File: config.mk
export PLATFORM = sky130hd
export DESIGN_NAME = carrier_search_ctrl
export DESIGN_NICKNAME = d
export VERILOG_FILES = /design/src/rtl/carrier_search_ctrl.sv
export SDC_FILE = /design/constraint.sdc
export NUM_CORES = 1
export LEC_CHECK = 0
export CORE_UTILIZATION = 55
export CTS_CLUSTER_DIAMETER = 150
export DETAILED_ROUTE_END_ITERATION = 12
export GPL_TIMING_DRIVEN = 1
export PLACE_DENSITY = 0.8
export SETUP_SLACK_MARGIN = 0.02
export SLEW_MARGIN = 20
export SYNTH_ARGS = -nofsm -noshare
export SYNTH_HDL_FRONTEND = slang
export SYNTH_SLANG_ARGS = --single-unit
File: constraint.sdc
create_clock -name clk_36MHz -period 7 [get_ports clk_36MHz]
set_clock_uncertainty 0.2 [all_clocks]
set_input_delay 0.7 -clock clk_36MHz [delete_from_list [all_inputs] [get_ports clk_36MHz]]
set_output_delay 0.7 -clock clk_36MHz [all_outputs]
set_load 0.03 [all_outputs]
File: src/rtl/carrier_search_ctrl.sv
// Carrier search sequencer: sweeps the NCO frequency word, measures I/Q envelope energy per step, locks to the best step.
// Optional CARRIER_THRESH_EN adds a minimum-energy threshold input that gates the final lock.
module carrier_search_ctrl #(
   parameter int unsigned IQ_WIDTH       = 13,
   parameter int unsigned PH_WIDTH       = 32,
   parameter int unsigned FW_START       = 238609294,
   parameter int unsigned FW_STEP        = 29826162,
   parameter int unsigned NUM_STEPS      = 16,
   parameter int unsigned SETTLE_SAMPLES = 8,
   parameter int unsigned MEAS_SAMPLES   = 64
) (
   input  logic                                      clk_36MHz,
   input  logic                                      rst,
   input  logic                                      start,
   input  logic                                      ce_in,
   input  logic signed [IQ_WIDTH-1:0]                env_I,
   input  logic signed [IQ_WIDTH-1:0]                env_Q,
`ifdef CARRIER_THRESH_EN
   input  logic [IQ_WIDTH+$clog2(MEAS_SAMPLES):0]    thresh,
`endif
   output logic [PH_WIDTH-1:0]                       freq_word,
   output logic                                      freq_update,
   output logic                                      busy,
   output logic                                      done,
   output logic                                      locked,
   output logic [7:0]                                best_index,
   output logic [IQ_WIDTH+$clog2(MEAS_SAMPLES):0]    best_energy
);

   localparam int unsigned ACC_W = IQ_WIDTH + 1 + $clog2(MEAS_SAMPLES);
   localparam int unsigned CNT_W = $clog2(MEAS_SAMPLES + SETTLE_SAMPLES + 1);
   localparam logic [CNT_W-1:0] MEAS_LAST   = CNT_W'(MEAS_SAMPLES - 1);
   localparam logic [CNT_W-1:0] SETTLE_LAST = CNT_W'((SETTLE_SAMPLES == 0) ? 0 : SETTLE_SAMPLES - 1);
   localparam logic [7:0]       IDX_LAST    = 8'(NUM_STEPS - 1);

   typedef enum logic [2:0] {
      S_IDLE,
      S_SET,
      S_SETTLE,
      S_MEASURE,
      S_COMPARE,
      S_LOCK
   } state_t;

   state_t                state_q, state_d;
   logic [7:0]            idx_q, idx_d;
   logic [CNT_W-1:0]      cnt_q, cnt_d;
   logic [ACC_W-1:0]      acc_q, acc_d;
   logic [PH_WIDTH-1:0]   freq_word_q, freq_word_d;
   logic                  freq_update_q, freq_update_d;
   logic                  busy_q, busy_d;
   logic                  done_q, done_d;
   logic                  locked_q, locked_d;
   logic [7:0]            best_index_q, best_index_d;
   logic [ACC_W-1:0]      best_energy_q, best_energy_d;
   logic [ACC_W-1:0]      mag_sum;

   // Frequency word for a sweep index, wrapping modulo 2^PH_WIDTH.
   function automatic logic [PH_WIDTH-1:0] fw_of(input logic [7:0] idx);
      return PH_WIDTH'(FW_START) + PH_WIDTH'(PH_WIDTH'(idx) * PH_WIDTH'(FW_STEP));
   endfunction

   // Saturating magnitude: the most negative code maps to the largest positive one.
   function automatic logic [IQ_WIDTH-1:0] sat_abs(input logic signed [IQ_WIDTH-1:0] x);
      if (!x[IQ_WIDTH-1])
         return IQ_WIDTH'(x);
      else if (x[IQ_WIDTH-2:0] == '0)
         return {1'b0, {(IQ_WIDTH-1){1'b1}}};
      else
         return IQ_WIDTH'(-x);
   endfunction

   assign mag_sum = ACC_W'(sat_abs(env_I)) + ACC_W'(sat_abs(env_Q));

   always_comb begin
      state_d       = state_q;
      idx_d         = idx_q;
      cnt_d         = cnt_q;
      acc_d         = acc_q;
      freq_word_d   = freq_word_q;
      freq_update_d = 1'b0;
      busy_d        = busy_q;
      done_d        = 1'b0;
      locked_d      = locked_q;
      best_index_d  = best_index_q;
      best_energy_d = best_energy_q;

      unique case (state_q)
         S_IDLE: begin
            if (start) begin
               state_d       = S_SET;
               idx_d         = 8'd0;
               cnt_d         = '0;
               acc_d         = '0;
               best_index_d  = 8'd0;
               best_energy_d = '0;
               locked_d      = 1'b0;
               busy_d        = 1'b1;
               freq_word_d   = fw_of(8'd0);
               freq_update_d = 1'b1;
            end
         end
         S_SET: begin
            state_d = (SETTLE_SAMPLES == 0) ? S_MEASURE : S_SETTLE;
         end
         S_SETTLE: begin
            if (ce_in) begin
               if (cnt_q == SETTLE_LAST) begin
                  state_d = S_MEASURE;
                  cnt_d   = '0;
                  acc_d   = '0;
               end else begin
                  cnt_d = cnt_q + 1'b1;
               end
            end
         end
         S_MEASURE: begin
            if (ce_in) begin
               acc_d = acc_q + mag_sum;
               if (cnt_q == MEAS_LAST) begin
                  state_d = S_COMPARE;
                  cnt_d   = '0;
               end else begin
                  cnt_d = cnt_q + 1'b1;
               end
            end
         end
         S_COMPARE: begin
            // Strict compare keeps the lower index on ties.
            if ((acc_q > best_energy_q) || (idx_q == 8'd0)) begin
               best_energy_d = acc_q;
               best_index_d  = idx_q;
            end
            if (idx_q == IDX_LAST) begin
               state_d       = S_LOCK;
               busy_d        = 1'b0;
               done_d        = 1'b1;
               locked_d      = 1'b1;
               freq_word_d   = fw_of(best_index_d);
               freq_update_d = 1'b1;
`ifdef CARRIER_THRESH_EN
               if (best_energy_d < thresh) begin
                  locked_d    = 1'b0;
                  freq_word_d = PH_WIDTH'(FW_START);
               end
`endif
            end else begin
               state_d       = S_SET;
               idx_d         = idx_q + 8'd1;
               cnt_d         = '0;
               acc_d         = '0;
               freq_word_d   = fw_of(idx_q + 8'd1);
               freq_update_d = 1'b1;
            end
         end
         S_LOCK: begin
            state_d = S_IDLE;
         end
         default: begin
            state_d = S_IDLE;
         end
      endcase
   end

   always_ff @(posedge clk_36MHz or posedge rst) begin
      if (rst) begin
         state_q       <= S_IDLE;
         idx_q         <= 8'd0;
         cnt_q         <= '0;
         acc_q         <= '0;
         freq_word_q   <= PH_WIDTH'(FW_START);
         freq_update_q <= 1'b0;
         busy_q        <= 1'b0;
         done_q        <= 1'b0;
         locked_q      <= 1'b0;
         best_index_q  <= 8'd0;
         best_energy_q <= '0;
      end else begin
         state_q       <= state_d;
         idx_q         <= idx_d;
         cnt_q         <= cnt_d;
         acc_q         <= acc_d;
         freq_word_q   <= freq_word_d;
         freq_update_q <= freq_update_d;
         busy_q        <= busy_d;
         done_q        <= done_d;
         locked_q      <= locked_d;
         best_index_q  <= best_index_d;
         best_energy_q <= best_energy_d;
      end
   end

   assign freq_word   = freq_word_q;
   assign freq_update = freq_update_q;
   assign busy        = busy_q;
   assign done        = done_q;
   assign locked      = locked_q;
   assign best_index  = best_index_q;
   assign best_energy = best_energy_q;

endmodule

==> results of run 1 <==
per-layer routing:
metal,global-route usage [%],up-vias,share of wire [%]
li1,-,5227,-
met1,46.1,5428,43
met2,50.7,588,46
met3,4.08,89,8.6
met4,10.5,0,2.5
met5,0,-,0
path summary, 6_finish.rpt:
kind	start	endpoint	slack, ps	cells past startpoint
min in group asynchronous	rst	locked	490	2
setup reg to reg	best_energy[11]	freq_word[21]	50	35
max in group asynchronous	rst	best_energy[7]	4790	3
hold reg to reg	freq_word[28]	freq_word[28]	290	2
hold / removal	freq_word[28]	freq_word[28]	290	2
setup / recovery	best_energy[11]	freq_word[21]	50	35
flip-flops by register name, indices dropped and copies added (netlist names), 3 cells and up:
name	flops
best_index	8
freq_word	31
cnt_q	7
acc_q	20
best_energy	20
state_q	3
idx_q	8
area by class of cell:
type / count / area [um2] / area share (%)
Inverter: 177 / 667 / 4.50
Clock buffer: 10 / 229 / 1.55
Sequential cell: 101 / 2560 / 17.3
Clock inverter: 6 / 92.6 / 0.625
Tap cell: 265 / 332 / 2.24
Multi-Input combinational cell: 1023 / 8500 / 57.4
Timing Repair Buffer: 290 / 2440 / 16.5
cells by family (layout without fill, tap and decap cells):
| family | count (synthesis) | count (layout) | synth area share, % |
|---|---|---|---|
| AOI/OAI and AO/OA | 369 | 369 | 21.8 |
| xor gates and xnor gates | 66 | 66 | 5.16 |
| buffers and inverters | 224 | 483 | 7.70 |
| and+or+nand+nor | 376 | 376 | 16.2 |
| adders and majority gates | 183 | 183 | 23.9 |
| muxes | 26 | 26 | 2.41 |
| DFF | 101 | 101 | 22.7 |
| other | 1 | 3 | 0.0335 |
stage by stage:
| step | instances | util [%] | TNS, ps | hold slack (ps) |
|---|---|---|---|---|
| 5_1_grt | 1872 | 75.1 | -1570 | 317 |
| 4_1_cts | 1856 | 71.9 | 0 | 295 |
| 6_report | 1872 | 75.1 | 0 | 288 |
| 3_5_place_dp | 1837 | 69.5 | -3320 | 277 |
| 2_1_floorplan | 1348 | - | -1.26 | 250 |
| 3_3_place_gp | 1837 | 69.5 | -2090 | 260 |
cells in the final DEF, fill, tap and decap left out, types with 20 or more instances in the layout:
cell type	synthesis	layout
a21oi_1	74	61
buf_4	1	192
clkdlybuf4s50_1	0	92
dfrtp_1	86	78
fa_1	52	49
ha_1	131	109
ha_4	0	21
inv_1	176	158
nand2_1	135	134
nand3_1	45	44
nor2_1	67	59
nor3_1	27	24
o21a_1	24	24
o21ai_0	100	89
o31ai_1	26	24
or3_1	20	20
xnor2_1	42	40
xor2_1	24	23
what timing repair did:
action,in CTS,in global routing
gates resized for setup,24,100
hold buffers,0,0
pin swaps,7,57
setup buffers,3,16
endpoints found under the setup margin,18,19
critical path: cells and delay by family, from the launching register on:
kind | cells | cell delay (ps)
xor gates and xnor gates | 1 | 240
adders and majority gates | 6 | 1900
muxes | 2 | 360
AOI/OAI and AO/OA | 11 | 1830
and+or+nand+nor | 3 | 370
buffers and inverters | 12 | 1550
DFF | 1 | 410
==> reports/results.tsv, run 1 <==
metric	value	unit
status	finished clean	
drt-initial-drc-count	1143	
crit_type	flop to flop	
die_w	145	um
cts_sinks	101	
maxClockFrequency	144	MHz
grt_max_degree	70	
cts_root_buf	clkbuf_16	
wl_per_cell	18.7	um
synth_top_cell_area_share	19.2	%
end_kind	flop	
fp.dieH	145	um
initial_core_util	56.8	%
antenna_found_initial	0	
post-dp-hpwl	25500	um
cts_tree	yes	
grt_overflow	0	
core-area	19700	um2
port_buffers	92	
cp_common_cell	buf_4	
drive_gt1_share	23.9	%
clk_path_buf_depth	2	
crit_path_max_fanout	4	
synth_common_cells	inv_1 (176), nand2_1 (135), ha_1 (131)	
hold_violations	0	
detailroute.via_count	11300	
routed_wirelength	35000	um
syn_area	11200	um2
setup_viol	0	
grt_pass1_wl	52400	um
fin_crit_sh	99.3	%
synthFlopType	dfrtp_1	
cp.required	7080	ps
worst_setup_path_start_kind	flop	
yosysSeqAreaShare	22.7	%
syn2layout_area_growth	32.2	%
synth_cells	1346	
cts-buffers-inserted	9	
min_period	6950	ps
cp_data_arrival_time	7040	ps
final_area	14800	um2
dieArea	20900	um2
diodes	0	
firstDrtPassIters	6	
setup_ws	45.6	ps
place_congestion	0.983	
worst_pin_slew	1020	ps
place_area	13700	um2
max_stage_delay	510	ps
synth_edf_count	0	
dp_worst_setup_slack	-354	ps
yosys_warnings	0	
grt_pass1_vias	10600	
htreeDepth	3	
clkTransAtPathRegs	80	ps
slew_headroom	31.9	%
track_usage	32.3	%
synth_most_common_cell	inv_1	
async_flop_share	100	%
insertion_delay	370	ps
yosysTopAreaCell	dfrtp_1	
drv_slew	0	
cp_slowest_cell	fa_1	
hold_class	flop to flop	
via_per_inst	6.05	
num_rows	51	
drv_cap	0	
drtAntennaViolNets	0	
ios	94	
ys_top_cells_by_area	dfrtp_1 (19%), ha_1 (15%), fa_1 (9.3%), inv_1 (5.9%), nand2_1 (4.5%)	
post-route-drc-count	0	
synth_cell_types	87	
fin_nets	1815	
ys_ff_latch	101	
postSynthAreaPerCell	8.32	um2
fillers	1332	
Power of run 1 is not shown: default switching activity piles up to over one toggle a cycle in this logic, so the estimate is an artifact.
==> inputs of run 2 (changes only) <==
Settings changed: RECOVER_POWER set to 100.
==> run 2 against run 1 <==
Against the previous run: the flow now finishes with violations (max-capacitance violations, max-slew violations); first-iteration DRC count grew 1.5%; global-route usage is the same; register-to-register slack gained 20 ps; hold slack lost 4.6 ps; fmax grew 0.23%; final cell count is the same; critical path depth is the same; via count grew 0.17%; cell area shrank 0.14%; critical path type unchanged.
==> reports/results.tsv, run 2 (synthesized netlist as in run 1, its figures left out) <==
metric	value	unit	change
fin_nets	1815		unchanged
fin_crit_sh	99.1	%	-0.23 points
post-dp-hpwl	25500	um	unchanged
track_usage	32.3	%	unchanged
routed_wirelength	35000	um	about the same
cts_tree	yes		
violations	max-capacitance violations, max-slew violations		
drt-initial-drc-count	1160		+1.5%
worst_setup_path_start_kind	flop		
port_buffers	92		unchanged
cts_root_buf	clkbuf_16		
drv_cap	3		+3
crit_buf_inv	12		unchanged
die_w	145	um	unchanged
firstDrtPassIters	6		unchanged
min_period	6940	ps	-16.2 ps
status	finished with violations		
max_stage_delay	510	ps	about the same
insertion_delay	370	ps	about the same
critical_path.top_delay_family	adder cells		
grt_overflow	0		unchanged
wl_per_cell	18.7	um	about the same
fp.dieH	145	um	unchanged
cts-buffers-inserted	9		unchanged
grt_pass1_vias	10600		unchanged
clkTransAtPathRegs	80	ps	about the same
post-route-drc-count	0		unchanged
hold_violations	0		unchanged
largest_reg_flops	31		unchanged
antenna_found_initial	1		+1
syn2layout_area_growth	32.0	%	
grt_max_degree	70		unchanged
cts_sinks	101		unchanged
cp_data_arrival_time	7020	ps	-20 ps
slew_headroom	-170	%	-200 points
fin_util	75.0	%	-0.10 points
clk_path_buf_depth	2		unchanged
cp_common_cell	buf_4		
crit_type	flop to flop		
htreeDepth	3		unchanged
initial_core_util	56.8	%	unchanged
drtAntennaViolNets	0		unchanged
place_congestion	0.983		unchanged
worst_pin_slew	4050	ps	+3030 ps
cp_slowest_cell	fa_1		
via_per_inst	6.06		+0.17%
drive_gt1_share	23.6	%	-0.31 points
ios	94		unchanged
grt_pass1_wl	52400	um	unchanged
drv_slew	100		+100
hold_class	flop to flop		
cp.required	7080	ps	about the same
layout_common_cells	buf_4 (188), inv_1 (158), nand2_1 (134)		
fillers	1340		+0.60%
crit_path_max_fanout	4		unchanged
num_rows	51		unchanged
final_common_cell	buf_4		
end_kind	flop		
diodes	0		unchanged
place_area	13700	um2	unchanged
final_area	14800	um2	-0.14%
detailroute.via_count	11400		+0.17%
setup_viol	0		unchanged
maxClockFrequency	144	MHz	+0.23%
dieArea	20900	um2	unchanged
core-area	19700	um2	unchanged
run 2: timing repair:
item / CTS / global route
hold buffers: 0 / 0
gates resized for setup: 24 / 100
pin swaps: 7 / 57
gates cloned: 0 / 0
endpoints found under the setup margin: 18 / 19
setup buffers: 3 / 16
run 2: worst paths after layout:
| kind | from | end | slack (ps) | cells past startpoint |
|---|---|---|---|---|
| min in group asynchronous | rst | locked | 930 | 2 |
| worst min-delay path | freq_word[28] | freq_word[28] | 280 | 2 |
| worst min register to register | freq_word[28] | freq_word[28] | 280 | 2 |
| max in group asynchronous | rst | best_energy[5] | 950 | 3 |
| worst max register to register | best_energy[11] | freq_word[27] | 60 | 35 |
| worst max-delay path | best_energy[11] | freq_word[27] | 60 | 35 |
run 2: per-layer routing:
metal,part of all wire (%),global-route usage (%)
met3,8.2,4.08
met4,2.4,10.5
met5,0,0
met2,45,50.7
met1,44,46.1
run 2: stage by stage:
stage          cells  worst slack [ps]  setup TNS (ps)  hold slack [ps]
3_3_place_gp    1837              -274           -2090              260
2_1_floorplan   1348             -1.26           -1.26              250
6_report        1872              61.8               0              284
4_1_cts         1856              23.9               0              295
5_1_grt         1872              -188           -1540              319
3_5_place_dp    1837              -354           -3320              277
run 2: final cells by class:
type | count | area, um2 | share of cell area, %
Clock buffer | 10 | 229 | 1.55
Sequential cell | 101 | 2560 | 17.3
Clock inverter | 6 | 92.6 | 0.626
Inverter | 177 | 666 | 4.50
Multi-Input combinational cell | 1023 | 8490 | 57.4
Timing Repair Buffer | 290 | 2420 | 16.4
Tap cell | 265 | 332 | 2.24
run 2: worst register-to-register path, delay by kind of cell, from the launching register on:
kind | cells | cell delay [ps]
AND/OR/NAND/NOR | 3 | 380
multiplexers | 2 | 360
AO/OA/AOI/OAI | 11 | 1840
adder cells (fa/ha/maj) | 6 | 1900
XOR/XNOR | 1 | 230
flip-flops | 1 | 410
buffers and inverters | 12 | 1530
Power of run 2 is left out for the same reason.
==> inputs of run 3 (changes only) <==
Settings changed: CORE_MARGIN set to 1.
==> results of run 3 <==
Same layout as run 2: the final DEF is identical, and so are final timing and power.
Power of run 3 is left out for the same reason.
==> RTL edit 1, RTL diff (config.mk and constraints of run 2) <==
Reset style: synchronous (`rst`), changed in one clocked block.
--- a/src/rtl/carrier_search_ctrl.sv
+++ b/src/rtl/carrier_search_ctrl.sv
@@ -162,7 +162,7 @@
       endcase
    end
 
-   always_ff @(posedge clk_36MHz or posedge rst) begin
+   always_ff @(posedge clk_36MHz) begin
       if (rst) begin
          state_q       <= S_IDLE;
          idx_q         <= 8'd0;
Check against the original RTL: differs if rst is asserted again (counterexample within 4 cycles, from zero or initial values and one cycle with rst high); with rst held inactive, the same outputs for 10 cycles.
==> RTL edit 1 against run 2 <==
  * Die area shrank 4.2%
  * Setup slack worse by 0.078 ns
  * Wire length fell by 5.2%
  * First-iteration DRC count shrank 15%
  * Largest cell class unchanged
  * Global-route usage is 1.1 points lower
  * The run ends with capacitance limit, slew limit, setup timing left
  * Hold slack lost 0.030 ns
  * Area after synthesis is 4.2% lower
  * Sequential cell count stayed put
  * Final area is 8.1% lower
Power is left out: it rests on default switching activity, and per cell area and clock period it moved more than threefold.
==> RTL edit 1: results (changes against run 2) <==
Run status
Run status: complete, but fails checks (unchanged). Violated checks: capacitance limit, slew limit, setup timing (was capacitance limit, slew limit).

Synth
Cell types with the largest area share after synthesis: sky130_fd_sc_hd__dfxtp_1, sky130_fd_sc_hd__ha_1, sky130_fd_sc_hd__fa_1 (was sky130_fd_sc_hd__dfrtp_1, sky130_fd_sc_hd__ha_1, sky130_fd_sc_hd__fa_1). The async set-or-reset flop fraction in the synthesized netlist is 0% (was 100%). The sequential-to-total area share from yosys stat was 18.8% (was 22.7%).

GRT
The total track usage came to 31.2% (was 32.3%). The met2 track utilization from global routing is 49.3% (was 50.7%). The met3 usage in global routing was 5.10% (was 4.08%). The met1 track demand over resource in global routing is 43.6% (was 46.1%). The first-pass GRT wire length is 49400 um (was 52400 um).

Placement
The placed instance count is 1757 (was 1837). The minimum setup slack after placement is -0.148 ns (was -0.354 ns). The placed instance area is 12600 sq um (was 13700 sq um). The half-perimeter wire length after detailed placement is 24200 um (was 25500 um).

Routing
The routed length on met1 was 14300 um (was 15400 um). The count of routing violations after the opening detailed-route iteration is 991 (was 1160). The total number of vias came to 10800 (was 11400).

The routed wire length on met2 is 15400 um (was 15900 um).

Timing
The aggregate negative setup slack was -0.0161 ns (was 0 ns). The final number of max-transition violations is 30 (was 100). The post-route worst setup slack is -0.0161 ns (was 0.0618 ns).

The slew at the pin with the worst max-slew slack came to 1.52 ns (was 4.05 ns). The final number of setup-violating endpoints was 1 (was 0).

Final layout
The final core utilization is 71.9% (was 75.0%). The filler cell count is 1384 (was 1340). The fraction of layout cells with a size suffix above 1 is 17.9% (was 23.6%).

Critical path
The cell type group with the largest total delay on the critical path is compound AO/OA/AOI/OAI gates (was adder cells).

Job
The number of violations of the max-capacitance limit was 1 (was 3).
-- RTL edit 1: cell count changes in the layout (fill, tap and decap cells not counted), sizes merged, moves of 22 or more --
cell           delta
dfrtp            -86
buf              -73
clkdlybuf4s50    +62
dlygate4sd3      -63
nor2             +50
o31ai            -22
dfxtp           +101
o21ai            -32
-- RTL edit 1: logic make-up (layout without fill, tap and decap cells) --
family / after synthesis / count (layout) / share of synthesized area [%]
multiplexers: 20 / 20 / 1.92
AO/OA/AOI/OAI: 350 / 350 / 21.6
buffers and inverters: 212 / 392 / 8.16
AND/OR/NAND/NOR: 410 / 410 / 18.4
other: 1 / 3 / 0.0349
XOR/XNOR: 75 / 75 / 6.12
flip-flops: 101 / 101 / 18.8
adder cells (fa/ha/maj): 183 / 183 / 25.0
-- RTL edit 1: final timing paths --
| check | depth (start not counted) | slack (ns) | startpoint | to |
|---|---|---|---|---|
| worst min register to register | 1 | 0.25 | freq_word[21]$_SDFFE_PP1P_ | freq_word[21]$_SDFFE_PP1P_ |
| worst min-delay path | 1 | 0.25 | freq_word[21]$_SDFFE_PP1P_ | freq_word[21]$_SDFFE_PP1P_ |
| worst max-delay path | 27 | -0.02 | best_energy[11]$_SDFFE_PP0P_ | freq_word[30]$_SDFFE_PP0P_ |
| worst max register to register | 27 | -0.02 | best_energy[11]$_SDFFE_PP0P_ | freq_word[30]$_SDFFE_PP0P_ |
-- RTL edit 1: cell type report --
type | count | share of cell area [%]
clock inverters | 7 | 0.414
well taps | 260 | 2.39
inverters | 163 | 4.52
multi-input cells | 1041 | 62.3
flip-flops and latches | 101 | 15.2
clock buffers | 9 | 1.66
repair buffers | 213 | 13.5
-- RTL edit 1: what timing repair did --
action | CTS | global route
gates resized for setup | 21 | 77
endpoints found under the setup margin | 10 | 19
setup buffers | 10 | 13
pin swaps | 16 | 30
==> RTL edit 2, RTL diff (settings of run 2) <==
Without the edit above. Build with the macro `CARRIER_THRESH_EN` defined.
--- a/src/rtl/carrier_search_ctrl.sv
+++ b/src/rtl/carrier_search_ctrl.sv
@@ -1,5 +1,7 @@
 // Carrier search sequencer: sweeps the NCO frequency word, measures I/Q envelope energy per step, locks to the best step.
 // Optional CARRIER_THRESH_EN adds a minimum-energy threshold input that gates the final lock.
+`define CARRIER_THRESH_EN
+
 module carrier_search_ctrl #(
    parameter int unsigned IQ_WIDTH       = 13,
    parameter int unsigned PH_WIDTH       = 32,
Ports: changed (added thresh); port bits go from 94 to 114. No check against the original RTL was run, so the function may have changed too.
==> RTL edit 2 against run 2 <==
  * The run ends with capacitance limit, slew limit, setup timing left
  * Sequential share of layout area shrank 0.44 points
  * Area after synthesis rose by 8.0%
  * First-iteration DRC count down 24%
  * Wire length increased by 1.4%
  * Final area up 3.0%
  * Hold slack improved by 0.0099 ns
  * Via count increased by 3.4%
  * Sequential cell count unchanged
  * Setup slack got worse by 0.15 ns
Power is left out: the tool's default activity adds up to more than one toggle a clock period on the data nets, which glitch-free logic cannot reach.
==> RTL edit 2: results (changes against run 2) <==
Run status
Run status: complete, but fails checks (unchanged). Violated checks: capacitance limit, slew limit, setup timing (was capacitance limit, slew limit).

GRT
The first-pass GRT wire length is 55400 um (was 52400 um). The pin count of the biggest net entering global routing is 64 (was 70). The met2 track utilization from global routing is 50.8% (was 50.7%).

The number of antenna violations at the first check in global routing is 0 (was 1). The met1 track demand over resource in global routing came to 42.4% (was 46.1%). The total track usage is 30.9% (was 32.3%). The met3 usage in global routing was 4.27% (was 4.08%).

Timing
The final number of max-transition violations is 151 (was 100). The final number of setup-violating endpoints is 2 (was 0). The post-route worst setup slack is -0.0881 ns (was 0.0618 ns). The worst slew slack as a fraction of its limit is -130% (was -170%). The final hold slack is 0.294 ns (was 0.284 ns). The aggregate negative setup slack is -0.123 ns (was 0 ns).

Critical path
The critical register-to-register path endpoint was freq_word[31]$_DFFE_PP0P_ (was freq_word[27]$_DFFE_PP1P_). The arrival time at the worst endpoint is 7.09 ns (was 7.02 ns). The highest net fanout along the worst path is 7 (was 4).

Placement
The half-perimeter wire length after detailed placement is 27200 um (was 25500 um). The minimum setup slack after placement is -0.118 ns (was -0.354 ns). The placed instance area came to 14300 sq um (was 13700 sq um). The routability-driven placement congestion ratio is 0.886 (was 0.983).

Final layout
The count of nets after finishing came to 1911 (was 1815).

Routing
The count of routing violations after the opening detailed-route iteration was 882 (was 1160). The routed wire length on met3 was 2220 um (was 2880 um). The final routed wire length divided by cell count came to 18.3 um (was 18.7 um). The final routed wirelength across all metal layers came to 35400 um (was 35000 um).

Synth
The post-synthesis instance total came to 1458 (was 1346). The adder and majority gate portion of the synthesized area is 24.1% (was 23.9%). The multiplexer fraction of the synthesized cell area is 1.32% (was 2.41%). The area fraction in compound gates after synthesis is 22.4% (was 21.8%).

Cell types with the largest area share after synthesis: sky130_fd_sc_hd__dfrtp_1, sky130_fd_sc_hd__ha_1, sky130_fd_sc_hd__fa_1 (unchanged). The share of the synthesized netlist area taken by xor and xnor gates is 6.87% (was 5.16%).

Worst hold path
The end of the worst hold path was busy$_DFFE_PP0P_ (was freq_word[28]$_DFFE_PP0P_).

Job
The number of violations of the max-capacitance limit is 3 (unchanged).
[RTL edit 2: cell count changes in the layout (fill, tap and decap cells not counted), sizes merged, moves of 10 or more]
| cell | delta |
|---|---|
| inv | +22 |
| clkdlybuf4s50 | +21 |
| mux2i | -14 |
| a32o | +19 |
| ha | +19 |
| buf | -69 |
| o31ai | -14 |
| or2 | -11 |
| xor2 | +17 |
| o22ai | +10 |
| xnor2 | +11 |
| a22oi | +10 |
[RTL edit 2: worst max path at each step]
stage / startpoint / to / cells past startpoint
CTS: acc_q[11]$_DFFE_PP0P_ / freq_word[27]$_DFFE_PP1P_ / 24
global route: acc_q[19]$_DFFE_PP0P_ / freq_word[31]$_DFFE_PP0P_ / 27
global placement: best_energy[9]$_DFFE_PP0P_ / freq_word[31]$_DFFE_PP0P_ / 27
finish: acc_q[19]$_DFFE_PP0P_ / freq_word[31]$_DFFE_PP0P_ / 27
detailed placement: acc_q[9]$_DFFE_PP0P_ / freq_word[31]$_DFFE_PP0P_ / 26
floorplan: best_energy[15]$_DFFE_PP0P_ / freq_word[31]$_DFFE_PP0P_ / 28
[RTL edit 2: logic make-up (layout without fill, tap and decap cells)]
logic type | after synthesis | after routing
AO/OA/AOI/OAI | 400 | 400
AND/OR/NAND/NOR | 394 | 394
buffers and inverters | 251 | 455
adder cells (fa/ha/maj) | 202 | 202
flip-flops | 101 | 101
XOR/XNOR | 94 | 94
multiplexers | 15 | 15
other | 1 | 3
[RTL edit 2: area by class of cell]
cell class	count	area [sq um]
clock buffer	9	225
fill	1606	6050
clock inverter	7	67.6
timing repair buffer	241	2090
tap	275	344
inverter	198	744
sequential	101	2570
multi-input combinational	1108	9200
